$ cat config.mk
export PLATFORM = sky130hd
export DESIGN_NAME = axi_stream_strip_header
export DESIGN_NICKNAME = d
export VERILOG_FILES = /design/src/rtl/axi_stream_strip_header.sv
export SDC_FILE = /design/constraint.sdc
export NUM_CORES = 1
export LEC_CHECK = 0
export CAP_MARGIN = 10
export CORE_ASPECT_RATIO = 0.8
export CORE_MARGIN = 8
export CORE_UTILIZATION = 60
export DETAILED_ROUTE_END_ITERATION = 10
export DONT_BUFFER_PORTS = 1
export GPL_ROUTABILITY_DRIVEN = 0
export PLACE_DENSITY = 0.76
export SLEW_MARGIN = 20
export SYNTH_ARGS = -nofsm -noshare
export SYNTH_HDL_FRONTEND = slang
export SYNTH_SLANG_ARGS = --single-unit
$ cat constraint.sdc
create_clock -name clk -period 6.5 [get_ports clk]
set_input_delay 1.95 -clock clk [delete_from_list [all_inputs] [get_ports clk]]
set_output_delay 1.95 -clock clk [all_outputs]
set_load 0.05 [all_outputs]
$ cat src/rtl/axi_stream_strip_header.sv
// Strips an N-byte header (0..DATA_BYTE_WD) from the front of each AXI-Stream packet, header out right-aligned on a sideband.
// Latency: 1 cycle from input acceptance to registered payload/header outputs; a K>N last beat costs one extra FLUSH beat.
// Backpressure: ready_in drops while the needed output slot (payload, plus header on the first beat) is occupied; optional STRIP_BYTE_CNT_EN adds byte_cnt.
module axi_stream_strip_header #(
   parameter int DATA_WD      = 32,
   parameter int DATA_BYTE_WD = DATA_WD / 8,
   parameter int LEN_WD       = $clog2(DATA_BYTE_WD) + 1
`ifdef STRIP_BYTE_CNT_EN
   ,
   parameter int CNT_WD       = 16
`endif
) (
   input  logic                    clk,
   input  logic                    rst,
   input  logic                    valid_in,
   input  logic [DATA_WD-1:0]      data_in,
   input  logic [DATA_BYTE_WD-1:0] keep_in,
   input  logic                    last_in,
   output logic                    ready_in,
   input  logic                    valid_strip,
   input  logic [LEN_WD-1:0]       strip_len,
   output logic                    ready_strip,
   output logic                    valid_header,
   output logic [DATA_WD-1:0]      header_out,
   output logic [DATA_BYTE_WD-1:0] keep_header,
   input  logic                    ready_header,
   output logic                    valid_out,
   output logic [DATA_WD-1:0]      data_out,
   output logic [DATA_BYTE_WD-1:0] keep_out,
   output logic                    last_out,
   input  logic                    ready_out
`ifdef STRIP_BYTE_CNT_EN
   ,
   output logic [CNT_WD-1:0]       byte_cnt
`endif
);

   localparam logic [LEN_WD-1:0] B_L = LEN_WD'(DATA_BYTE_WD);
   localparam logic [LEN_WD:0]   B_S = (LEN_WD+1)'(DATA_BYTE_WD);

   typedef enum logic [1:0] {IDLE, HEAD, BODY, FLUSH} state_t;

   state_t                  state_q, state_d;
   logic [LEN_WD-1:0]       n_q;      // clamped header length of the current packet
   logic [LEN_WD-1:0]       r_q;      // residual byte count carried between beats
   logic [DATA_WD-1:0]      res_q;    // residual bytes, MSB-aligned, low bytes zero
   logic [DATA_WD-1:0]      din_m;    // input data with disabled bytes forced to zero
   logic [LEN_WD-1:0]       k_in, nh, pay, r_d;
   logic [LEN_WD:0]         sum;
   logic                    out_free, hdr_free;
   logic                    ld_out, ld_hdr, ld_res, out_last_d;
   logic [DATA_WD-1:0]      out_dat_d, hdr_dat_d, res_d;
   logic [DATA_BYTE_WD-1:0] out_keep_d, hdr_keep_d;

   function automatic logic [DATA_BYTE_WD-1:0] top_mask(input logic [LEN_WD:0] c);
      logic [DATA_BYTE_WD-1:0] m;
      m = '0;
      for (int i = 0; i < DATA_BYTE_WD; i++)
         m[DATA_BYTE_WD-1-i] = ((LEN_WD+1)'(i) < c);
      return m;
   endfunction

   function automatic logic [DATA_BYTE_WD-1:0] low_mask(input logic [LEN_WD:0] c);
      logic [DATA_BYTE_WD-1:0] m;
      m = '0;
      for (int i = 0; i < DATA_BYTE_WD; i++)
         m[i] = ((LEN_WD+1)'(i) < c);
      return m;
   endfunction

   // Mask the input bytes and count valid bytes (keep is contiguous from MSB).
   always_comb begin
      din_m = '0;
      k_in  = '0;
      for (int i = 0; i < DATA_BYTE_WD; i++) begin
         din_m[i*8 +: 8] = data_in[i*8 +: 8] & {8{keep_in[i]}};
         k_in            = k_in + {{(LEN_WD-1){1'b0}}, keep_in[i]};
      end
   end

   assign out_free = !valid_out || ready_out;
   assign hdr_free = !valid_header || ready_header;

   // FSM state register.
   always_ff @(posedge clk) begin
      if (rst) state_q <= IDLE;
      else     state_q <= state_d;
   end

   // Next state, handshakes and the values to load into the output/residual registers.
   always_comb begin
      state_d     = state_q;
      ready_in    = 1'b0;
      ready_strip = 1'b0;
      ld_out      = 1'b0;
      ld_hdr      = 1'b0;
      ld_res      = 1'b0;
      out_dat_d   = '0;
      out_keep_d  = '0;
      out_last_d  = 1'b0;
      hdr_dat_d   = '0;
      hdr_keep_d  = '0;
      res_d       = '0;
      r_d         = r_q;
      sum         = {1'b0, r_q} + {1'b0, k_in};
      nh          = (last_in && (k_in < n_q)) ? k_in : n_q;
      pay         = (k_in > n_q) ? (k_in - n_q) : '0;
      case (state_q)
         IDLE: begin
            if (valid_strip) state_d = HEAD;
         end
         HEAD: begin
            ready_in = hdr_free && out_free;
            if (valid_in && ready_in) begin
               ready_strip = 1'b1;
               ld_hdr      = (nh != '0);
               hdr_dat_d   = din_m >> {B_L - nh, 3'b000};
               hdr_keep_d  = low_mask({1'b0, nh});
               if (last_in) begin
                  state_d = IDLE;
                  if (pay != '0) begin
                     ld_out     = 1'b1;
                     out_dat_d  = din_m << {n_q, 3'b000};
                     out_keep_d = top_mask({1'b0, pay});
                     out_last_d = 1'b1;
                  end
               end else begin
                  state_d = BODY;
                  ld_res  = 1'b1;
                  if (n_q == '0) begin
                     // No header: the first beat goes straight out, nothing carried.
                     ld_out     = 1'b1;
                     out_dat_d  = din_m;
                     out_keep_d = '1;
                     r_d        = '0;
                  end else begin
                     r_d   = B_L - n_q;
                     res_d = din_m << {n_q, 3'b000};
                  end
               end
            end
         end
         BODY: begin
            ready_in = out_free;
            if (valid_in && ready_in) begin
               ld_out    = 1'b1;
               ld_res    = 1'b1;
               out_dat_d = res_q | (din_m >> {r_q, 3'b000});
               res_d     = din_m << {B_L - r_q, 3'b000};
               if (last_in) begin
                  if (sum > B_S) begin
                     out_keep_d = '1;
                     r_d        = sum[LEN_WD-1:0] - B_L;
                     state_d    = FLUSH;
                  end else begin
                     out_keep_d = top_mask(sum);
                     out_last_d = 1'b1;
                     r_d        = '0;
                     res_d      = '0;
                     state_d    = IDLE;
                  end
               end else begin
                  out_keep_d = '1;
               end
            end
         end
         FLUSH: begin
            if (out_free) begin
               ld_out     = 1'b1;
               out_dat_d  = res_q;
               out_keep_d = top_mask({1'b0, r_q});
               out_last_d = 1'b1;
               ld_res     = 1'b1;
               r_d        = '0;
               state_d    = IDLE;
            end
         end
         default: state_d = IDLE;
      endcase
   end

   // Registered outputs, residual and latched strip length.
   always_ff @(posedge clk) begin
      if (rst) begin
         n_q          <= '0;
         r_q          <= '0;
         res_q        <= '0;
         valid_out    <= 1'b0;
         data_out     <= '0;
         keep_out     <= '0;
         last_out     <= 1'b0;
         valid_header <= 1'b0;
         header_out   <= '0;
         keep_header  <= '0;
      end else begin
         if (state_q == IDLE && valid_strip)
            n_q <= (strip_len > B_L) ? B_L : strip_len;
         if (ld_res) begin
            res_q <= res_d;
            r_q   <= r_d;
         end
         if (ld_out) begin
            valid_out <= 1'b1;
            data_out  <= out_dat_d;
            keep_out  <= out_keep_d;
            last_out  <= out_last_d;
         end else if (valid_out && ready_out) begin
            valid_out <= 1'b0;
         end
         if (ld_hdr) begin
            valid_header <= 1'b1;
            header_out   <= hdr_dat_d;
            keep_header  <= hdr_keep_d;
         end else if (valid_header && ready_header) begin
            valid_header <= 1'b0;
         end
      end
   end

`ifdef STRIP_BYTE_CNT_EN
   logic [CNT_WD-1:0] cnt_q;
   logic [CNT_WD:0]   cnt_sum;

   assign cnt_sum  = {1'b0, cnt_q} + (CNT_WD+1)'(k_in);
   assign byte_cnt = cnt_q;

   // Payload byte count: restarts on the first beat, saturates on later beats.
   always_ff @(posedge clk) begin
      if (rst)
         cnt_q <= '0;
      else if (state_q == HEAD && valid_in && ready_in)
         cnt_q <= CNT_WD'(pay);
      else if (state_q == BODY && valid_in && ready_in)
         cnt_q <= cnt_sum[CNT_WD] ? '1 : cnt_sum[CNT_WD-1:0];
   end
`endif

endmodule
* Word level (Yosys, flattened, before mapping)
Cells that the tools add are included.
Word-level totals: output and inout bits 77, bits of input ports 46, word-level logic and storage cells 149, flip-flop bits (word level) 115
Operators by class: add/sub/neg operators 9, bitwise logic cells 5, reduce and logical (&&, ||, !) cells 20, multiplexer cells 71, equal/unequal tests 9, shift operators 4, magnitude comparators 20
Operators by type and width (count):
- 32-bit 2-to-1 mux | 14
- 32-bit one-hot mux with 3 select lines | 1
- 32-bit one-hot mux with 2 select lines | 1
- 32-bit by 6-bit << shifter with 32-bit output | 2
- 32-bit by 6-bit >> shifter with 32-bit output | 2
- 4-bit 2-to-1 mux | 10
- 8-bit AND | 4
- 32-bit bitwise OR | 1
- 3-bit 2-to-1 mux | 10
- 1-bit 2-to-1 mux | 21
- 1-bit by 3-bit < comparator with 1-bit output, first input constant | 6
- 2-bit by 3-bit < comparator with 1-bit output, first input constant | 6
- 2-bit 2-to-1 mux | 7
- 2-bit inequality test, second input constant | 6
- 4-bit one-hot mux with 3 select lines | 1
- 1-bit one-hot mux with 3 select lines | 3
- 3-bit one-hot mux with 3 select lines | 1
- 3-bit nonzero test | 3
- 3-bit subtractor, first input constant | 3
- 1-bit by 4-bit < comparator with 1-bit output, first input constant | 2
- 2-bit by 4-bit < comparator with 1-bit output, first input constant | 2
- 2-bit one-hot mux with 4 select lines | 1
- 1-bit logical AND | 7
- 7-bit AND reduction | 1
- other kinds (19) | 23

* Logic depth before layout (Yosys ltp)
Gate-level depths: netlist (run 1).
depth after elaboration 11, gate-level depth with buffers 17, gate-level depth less buffers 14

* Least setup slack after synthesis (run 1)
Ideal clock, no wire load.
path type input to register, start input port keep_in[0], end register header_out[8], required time 6.421 ns, arrival time 5.884 ns, cell stages on the path 17, path buffers 3, library setup time 0.079 ns, setup slack 0.537 ns, path through fa_1 ha_1 ha_1 ha_1 nor2b_1 o21ai_0 a21oi_2 nor2_2 buf_2 buf_4 ha_1 ha_1 nor2_1 and4b_1 clkbuf_1 nand4_1 o211ai_1
On the way: cells in the longest elaborated chain, start to end 10
RTL lines:
- start, declared | line 17 | input logic [DATA_BYTE_WD-1:0] keep_in,
- 1-bit by 1-bit adder with 2-bit output | line 77 | k_in = k_in + {{(LEN_WD-1){1'b0}}, keep_in[i]};
- 2-bit by 1-bit adder with 3-bit output | line 77
- 3-bit by 1-bit adder with 3-bit output | line 77
- 3-bit < comparator | line 106 | nh = (last_in && (k_in < n_q)) ? k_in : n_q;
- 1-bit logical AND | line 106
- 3-bit 2-to-1 mux | line 106
- 3-bit subtractor | line 117 | hdr_dat_d = din_m >> {B_L - nh, 3'b000};
- 32-bit by 6-bit >> shifter with 32-bit output | line 117
- 32-bit 2-to-1 mux | line 114 | if (valid_in && ready_in) begin
- 32-bit 2-to-1 mux | line 108 | case (state_q)
- end signal, assigned | line 212 | header_out <= hdr_dat_d;
- end, declared | line 24 | output logic [DATA_WD-1:0] header_out,
Several ways; a longest one is shown, not always the timed one. A chain may end at the register's enable or synchronous reset.

* Final worst setup path (run 1)
start input port keep_in[0], end register header_out[7]
The elaborated chain is that of the path after synthesis.

==> impl_results.md, run 1 <==
- Largest net degree at the start of global routing: between 100 and 150
- Compound-cell area share of the yosys netlist: 0.255
- Total clock sinks: 115
- Netlist cell types: 75
- Post-DP HPWL: 19.4 mm
- Antenna violations before repair: 0
- Num rows: 38
- Top Metal Used: met4
- Clk_lat worst skew: 430 ps
- Core Area: 13500 um^2
- Total gr overflow: 0
- FF+latch count, synth: 115
- Worst-path fanout max: 25
- Clock Skew: 7.57 ps
- Clock share of power: 0.456
- Root Buffer: clkbuf_16
- Synth top area share: 0.280
- Clock Path Buffers: 2
- Status: complete, no violations
- Slew Viols, Final: 0
- Final nets: 1027
- Setup Buffers After CTS: 0
- CP arrival: 5970 ps
- Sequential area share after synthesis: 0.280
- Fin Setup TNS: 0 ps
- Endpoints failing setup: 0
- Simple-gate share of the synthesized area: 0.236
- Main area contributors after synthesis: dfxtp_1 (28%), a21oi_1 (4.7%), mux4_2 (4.7%), nand2_1 (4.4%), mux2_2 (4.2%)
- Synth warn: 0
- Mux contribution to synthesized area: 0.130
- Fin Hold WS: 488 ps
- Routed wire length: 28.3 mm
- Max H-tree Level: 4
- Avg Synthesized Cell Area: 8.07 um^2
- Final hold vios: 0
- Vias post-DR: 8296
- Switch share: 0.305
- Metal2 WL: 11.7 mm
- First-pass GRT wire length: between 40 and 50 mm
- Chip height: 121 um
- Sw Pwr: 0.000648 W
- Worst Max-Slew Pin Slew: 1060 ps
- Synthesized area: 8220 um^2
- EDFF count, synth: 0
- Leak: 3.13 nW
- Ports: 123
- Cell chain of the critical path: fa_1, ha_1, ha_1, ha_1, nor2b_1, o21ai_0, a21oi_2, nor2_2, ha_1, ha_1, nor4b_2, buf_4, nand2b_1, a21oi_1, a211o_1
- Unrepaired setup endpoints after global routing: no
- PD cells: 241 nW/um^2
- Relative slew slack: 0.292
- Non-filler cells, final: 1155
- Initial core utilization: 0.611
- Routed len/inst: roughly 24 um
- Placed Cells incl. Taps: 1122
- Ys flop type: dfxtp_1
- Die area: approximately 18000 um^2
- CTS buffer count: 17
- Synth Area in XOR/XNOR: 0.00822
- Final cycle utilization of the critical path: 0.868
- WS Path Type: in -> reg
- CTS clk-pin slew, worst paths: 60 ps
- Slowest stage delay, CP: 500 ps
- Drt pass-1 iters: 9
- Comb pwr share: 0.190
- Count leader, synth: dfxtp_1
- Vias in the first global route: 7401
- Die width: around 150 um
- Met3 routed WL: 4.62 mm
- Port Buffer Count: 0
- Asr flop ratio synth: 0
- Area grow syn2layout: 7.03%
- Synth Net Count: between 1000 and 1500
- DRC: 0
- Required @ worst endpoint: 6830 ps
- Slowest stage cell on the critical path: fa_1
- Setup crit end kind: register
- Met1 WL: 10.9 mm
- Synth Area in Adders: 0.0317
- CTS tree: built
- Sequential share of power: 0.354
- Most Frequent Cell on Critical Path: ha_1
- Layout cells sized above 1: 0.122
- Post-synth top area cell: dfxtp_1
- Peak supply drop: roughly 210 uV
- Cts repair resizes: 0
- Internal Power: 0.00148 W
- Total inserted antenna cells: 0
- Top post-synthesis cells by count: dfxtp_1 (115), nand2_1 (97), a21oi_1 (77), nor2_1 (73), o21ai_0 (55)
- Total global-route track usage: 0.310
- CTS Hold Bufs: 0
- Detail Route Antenna Nets: 0
- Setup crit start kind: input pin
- Synth Instances: 1018
- Fmax: 0.177 GHz
- Min-delay worst type: reg -> reg
- MaxCap Viol Count: 0
- Vias per std cell: just over 7
- Largest family of logic cells by synthesized area: compound AO/OA/AOI/OAI gates
- Fillers: 1155
- Tmin final: 5640 ps
- DR iter-0 viols: 1591
-- cell type report --
class,count,area [um^2],share of cell area
clock buffer,20,457,0.0519
clock inverter,12,156,0.0178
inverter,18,67.6,0.00768
multi-input combinational,793,5450,0.620
sequential,115,2300,0.262
tap,180,225,0.0256
timing repair buffer,17,135,0.0154
-- per-layer routing --
metal	GRT usage	up-vias
li1	-	3674
met1	0.407	3836
met2	0.435	668
met3	0.129	118
met4	0.136	0
met5	0	-
-- power by group through the flow --
stage | registers [W] | clock network (W) | logic (W)
after floorplan | 0.000765 | 0 | 0.000309
after global placement | 0.000767 | 0 | 0.000380
after detailed placement | 0.000767 | 0 | 0.000382
after CTS | 0.000752 | 0.000973 | 0.000385
after global routing | 0.000753 | 0.00101 | 0.000424
final | 0.000752 | 0.000969 | 0.000403
-- flip-flops by register name, indices dropped and copies added (netlist names) --
register,count
data_out,32
header_out,32
res_q,32
keep_header,4
keep_out,4
n_q,3
r_q,3
state_q,2
last_out,1
valid_header,1
valid_out,1
-- cells in the final DEF (no fill, tap or decap), drive strengths merged, types with 28 or more instances in the layout --
cell type	n
mux2i	28
nor2	75
nand2b	32
a21oi	78
o21ai	58
mux2	36
dfxtp	115
nand2	97
nor3	29
nand3	42
-- per-stage QoR --
stage	power (W)	worst slack [ps]	utilization	area (um^2)
6_report	0.00212	858	0.654	8800
5_1_grt	0.00219	613	0.654	8800
4_1_cts	0.00211	916	0.653	8780
3_5_place_dp	0.00115	469	0.607	8170
3_3_place_gp	0.00115	566	0.607	8170
2_1_floorplan	0.00107	537	-	8220
-- final timing paths --
kind,from,end,slack [ps],depth (start not counted)
setup / recovery,keep_in[0],header_out[7]$_SDFFE_PP0P_,860,15
hold / removal,res_q[0]$_SDFFE_PP0P_,res_q[0]$_SDFFE_PP0P_,490,1
setup reg to reg,n_q[1]$_SDFFE_PP0P_,header_out[7]$_SDFFE_PP0P_,2670,14
hold reg to reg,res_q[0]$_SDFFE_PP0P_,res_q[0]$_SDFFE_PP0P_,490,1
-- critical path: cells and delay by family --
| family | cells | cell delay [ps] |
|---|---|---|
| AO/OA/AOI/OAI | 4 | 890 |
| buffers and inverters | 1 | 190 |
| AND/OR/NAND/NOR | 4 | 990 |
| adder cells (fa/ha/maj) | 6 | 1940 |
-- logic make-up after synthesis --
logic type	count (synthesis)
adders and majority gates	19
and+or+nand+nor	377
buffers and inverters	110
muxes	81
xor gates and xnor gates	4
DFF	115
AOI/OAI and AO/OA	312
(Power assumes the default switching activity.)
==> inputs of run 2 (changes only) <==
- CORE_UTILIZATION: 60 -> 30
- PLACE_DENSITY: 0.76 -> unset
==> impl_results.md, run 2 (synthesized netlist as in run 1, its figures left out) <==
- Status: complete, no violations
- Total gr overflow: 0 (unchanged)
- Unrepaired setup endpoints after global routing: no
- WS Path Type: in -> reg
- Min-delay worst type: reg -> reg
- Peak supply drop: 170 uV (-18%)
- Vias post-DR: 8078 (-2.6%)
- Chip height: 164 um (+36%)
- Slew Viols, Final: 0 (unchanged)
- Worst-path fanout max: 25 (unchanged)
- Fin Hold WS: 479 ps (-8.91 ps)
- Final nets: 1026 (-0.097%)
- Most Frequent Cell on Critical Path: ha_1
- Setup crit start kind: input pin
- CP Launch Point: keep_in[0]
- Fin Setup TNS: 0 ps (unchanged)
- MaxCap Viol Count: 0 (unchanged)
- Final instance area: 9000 um^2 (+2.3%)
- Tmin final: 5570 ps (-75.1 ps)
- Commonest cells after routing, fill and taps aside: dfxtp_1 (115), nand2_1 (97), a21oi_1 (77), nor2_1 (72), o21ai_0 (55)
- Count of buffer and inverter cells on the critical path: 0 (-1)
- Layout cells sized above 1: 0.121 (-0.000777)
- Initial core utilization: 0.303 (-0.307)
- Setup Buffers After CTS: 0 (unchanged)
- CTS clk-pin slew, worst paths: 60 ps (about the same)
- First-pass GRT wire length: 48.3 mm (+12%)
- Post-DP HPWL: 23.0 mm (+19%)
- Root Buffer: clkbuf_16
- DR iter-0 viols: 1197 (-25%)
- Drt pass-1 iters: 6 (-3)
- Total global-route track usage: 0.190 (-0.120)
- Num rows: 54 (+42%)
- CTS Hold Bufs: 0 (unchanged)
- DRC: 0 (unchanged)
- Die width: 201 um (+37%)
- Max H-tree Level: 4 (unchanged)
- Clk_lat worst skew: 430 ps (about the same)
- Slowest stage delay, CP: 500 ps (about the same)
- Port Buffer Count: 0 (unchanged)
- CTS buffer count: 17 (unchanged)
- Largest net degree at the start of global routing: 128 (unchanged)
- Cell chain of the critical path: fa_1, ha_1, ha_1, ha_1, nor2b_1, o21ai_0, a21oi_2, nor2_2, ha_1, ha_1, nor4b_2, nand2b_1, a21oi_1, a211o_1
- Register area: 2300 um^2 (unchanged)
- Reg2Reg Depth: 9 (-5)
- Ports: 123 (unchanged)
- Worst hold start: res_q[4]$_SDFFE_PP0P_
- Final hold vios: 0 (unchanged)
- Vias in the first global route: 7407 (+0.081%)
- Reg-to-Reg Start: n_q[2]$_SDFFE_PP0P_
- Clock Skew: 16.6 ps (+9.07 ps)
- Levels on crit path: 14 (-1)
- Area of the multi-input gates: 5460 um^2 (about the same)
- Routed wire length: 31.8 mm (+12%)
- CP arrival: 5890 ps (-80 ps)
- Worst Max-Slew Pin Slew: 1090 ps (+28.7 ps)
- Final cycle utilization of the critical path: 0.857 (-0.0116)
- Routed len/inst: 23.8 um (-2.8%)
- Leak: 3.11 nW (-0.56%)
- Relative slew slack: 0.270 (-0.0215)
- Fillers: 2830 (+150%)
- DP Area: 8400 um^2 (+2.8%)
- CTS tree: built
- Total clock sinks: 115 (unchanged)
- Required @ worst endpoint: 6820 ps (about the same)
- Biggest regs: data_out: 32 flops, header_out: 32 flops, res_q: 32 flops
- Core Area: 27100 um^2 (+100%)
- Clock Path Buffers: 2 (unchanged)
- Hold Path Stages: 1 (unchanged)
- PD cells: 236 nW/um^2 (-2.2%)
- Area grow syn2layout: 9.50%
- Detail Route Antenna Nets: 0 (unchanged)
- Die area: 33000 um^2 (+86%)
- Most common cell after layout, fill and taps aside: dfxtp_1
- Total inserted antenna cells: 0 (unchanged)
- Cts repair resizes: 0 (unchanged)
- Fmax: 0.180 GHz (+1.3%)
- Slowest stage cell on the critical path: fa_1
- Endpoints failing setup: 0 (unchanged)
- Setup crit end kind: register
- Worst reg2reg setup slack: 2480 ps (-190 ps)
- Antenna violations before repair: 1 (+1)
- Top cell family by delay on the critical path: adder cells
- Vias per std cell: 6.04 (-16%)
[run 2: final timing paths]
check                                     to
setup / recovery  header_out[7]$_SDFFE_PP0P_
hold / removal         res_q[4]$_SDFFE_PP0P_
setup reg to reg  header_out[7]$_SDFFE_PP0P_
hold reg to reg        res_q[4]$_SDFFE_PP0P_
[run 2: final cells by class]
class | count | share of cell area
multi-input combinational | 793 | 0.606
sequential | 115 | 0.256
tap | 364 | 0.0506
clock buffer | 19 | 0.0492
clock inverter | 12 | 0.0172
timing repair buffer | 16 | 0.0133
inverter | 18 | 0.00751
[run 2: per-layer routing]
metal | up-vias | global-route usage | part of all wire
met5 | - | 0 | 0
met4 | 0 | 0.0564 | 0.029
met3 | 63 | 0.0696 | 0.13
met2 | 507 | 0.277 | 0.41
met1 | 3829 | 0.257 | 0.43
li1 | 3679 | - | -
[run 2: where the power goes]
part,switching [W],internal (W)
Clock,0.000360,0.000611
Sequential,0.0000418,0.000716
Combinational,0.000260,0.000135
[run 2: metrics by stage]
step                      utilization  instances  power (W)  setup WS, ps
final                           0.332       1337    0.00212           933
after global routing            0.332       1337    0.00220           677
after CTS                       0.332       1337    0.00213          1000
after detailed placement        0.310       1306    0.00116           591
after global placement          0.310       1306    0.00115           576
after floorplan                     -       1018    0.00107           537
==> inputs of run 3 (changes only) <==
- HOLD_SLACK_MARGIN: unset -> 0.03
==> results of run 3 <==
Same layout as run 2: the final DEF is identical, and so are final timing and power.
==> edit, RTL diff (settings of run 1) <==
Add a define of `STRIP_BYTE_CNT_EN`.
--- a/src/rtl/axi_stream_strip_header.sv
+++ b/src/rtl/axi_stream_strip_header.sv
@@ -1,6 +1,8 @@
 // Strips an N-byte header (0..DATA_BYTE_WD) from the front of each AXI-Stream packet, header out right-aligned on a sideband.
 // Latency: 1 cycle from input acceptance to registered payload/header outputs; a K>N last beat costs one extra FLUSH beat.
 // Backpressure: ready_in drops while the needed output slot (payload, plus header on the first beat) is occupied; optional STRIP_BYTE_CNT_EN adds byte_cnt.
+`define STRIP_BYTE_CNT_EN
+
 module axi_stream_strip_header #(
    parameter int DATA_WD      = 32,
    parameter int DATA_BYTE_WD = DATA_WD / 8,
Check against the original RTL (old outputs only; new: byte_cnt): equivalent (Yosys induction, for registers that start in step).
==> edit against run 1 <==
Clock skew fell by 0.00086 ns; cell area rose by 0.74%; routed wire length increased by 11%; area after synthesis rose by 1.5%; global-route usage is 2.8 points higher; worst hold slack got worse by 0.020 ns; sequential cell count grew 16; total power rose by 8.0%; critical path depth shrank 1; maximum frequency grew 2.0%; clock power decreased by 2.2%; utilization hardly changed; worst setup slack improved by 0.11 ns; largest cell class unchanged; largest power group unchanged; highest routed layer unchanged.
==> edit: results (changes against run 1) <==
status completed; r2r startpoint n_q[0]$_SDFFE_PP0P_; Worst VDD drop 0.0001931 V (-7.4%); clock buffers 22 (+10%); Non-clock buffers, area share 1.356% (-0.18 points); Placed Cells incl. Taps 1186 (+5.7%); Placement Setup Slack 0.6118 ns (+0.1431 ns); clk_skew 0.006706 ns (-0.0008627 ns); M1 WL 12280 um (+13%); share of cells above drive strength 1 8.293% (-3.9 points); M1 GR Usage 44.03% (+3.3 points); first-pass GRT wire length 47490 um (+10%); vias 8954 (+7.9%); CP arrival 5.88 ns (-0.09 ns); synth top area cells dfxtp_1, a21oi_1, nand2_1; fraction of area in multi-input gates 59.08% (-2.9 points); max_slew headroom 22.25% (-6.9 points); WHS Path Cells 2 (+1); Iteration-0 DRC Markers 1756 (+10%); CP peak stage delay 0.53 ns (+0.03 ns); multi-input gate count 836 (+5.4%); total track usage 33.79% (+2.8 points); largest net degree at the start of global routing 88 (-31%); worst r2r dst data_out[27]$_SDFFE_PP0P_; met3 GRT Util 18.49% (+5.6 points); post-synthesis sequential area ratio 31.44% (+3.4 points); Reg2Reg Depth 8 (-6); grt met2 use 44.91% (+1.4 points); Syn Area/Cell 7.674 um2 (-4.9%); drt wl/cell 25.89 um (+5.7%); critical-path maximum fanout 19 (-24%); Fillers 1177 (+1.9%); hold_ws 0.4683 ns (-0.01956 ns); final non-filler cell area 8861 um2 (+0.74%); Signal buffers 16 (-1)
==> edit: kinds of logic after synthesis <==
logic type	count (synthesis)	share of synthesized area, %
buf+inv	120	6.285
compound gates	423	33.52
xor+xnor	17	1.965
simple gates	360	20.88
mux	14	2.250
flops	131	31.44
fa+ha+maj	22	3.660
==> edit: worst max path at each step <==
stage,endpoint,slack [ns],cells past startpoint
after floorplan,header_out[3]$_SDFFE_PP0P_,0.55,17
final,header_out[14]$_SDFFE_PP0P_,0.97,14
after CTS,header_out[10]$_SDFFE_PP0P_,1.05,14
after global placement,header_out[12]$_SDFFE_PP0P_,0.73,14
after detailed placement,header_out[8]$_SDFFE_PP0P_,0.61,14
after global routing,header_out[8]$_SDFFE_PP0P_,0.75,14
==> edit: where the power goes <==
part	switching (mW)	total (mW)	internal (mW)	leakage [nW]
logic	0.290	0.422	0.132	1.56
clock network	0.367	0.948	0.580	0.272
registers	0.0972	0.924	0.827	1.06
total	0.755	2.29	1.54	2.89
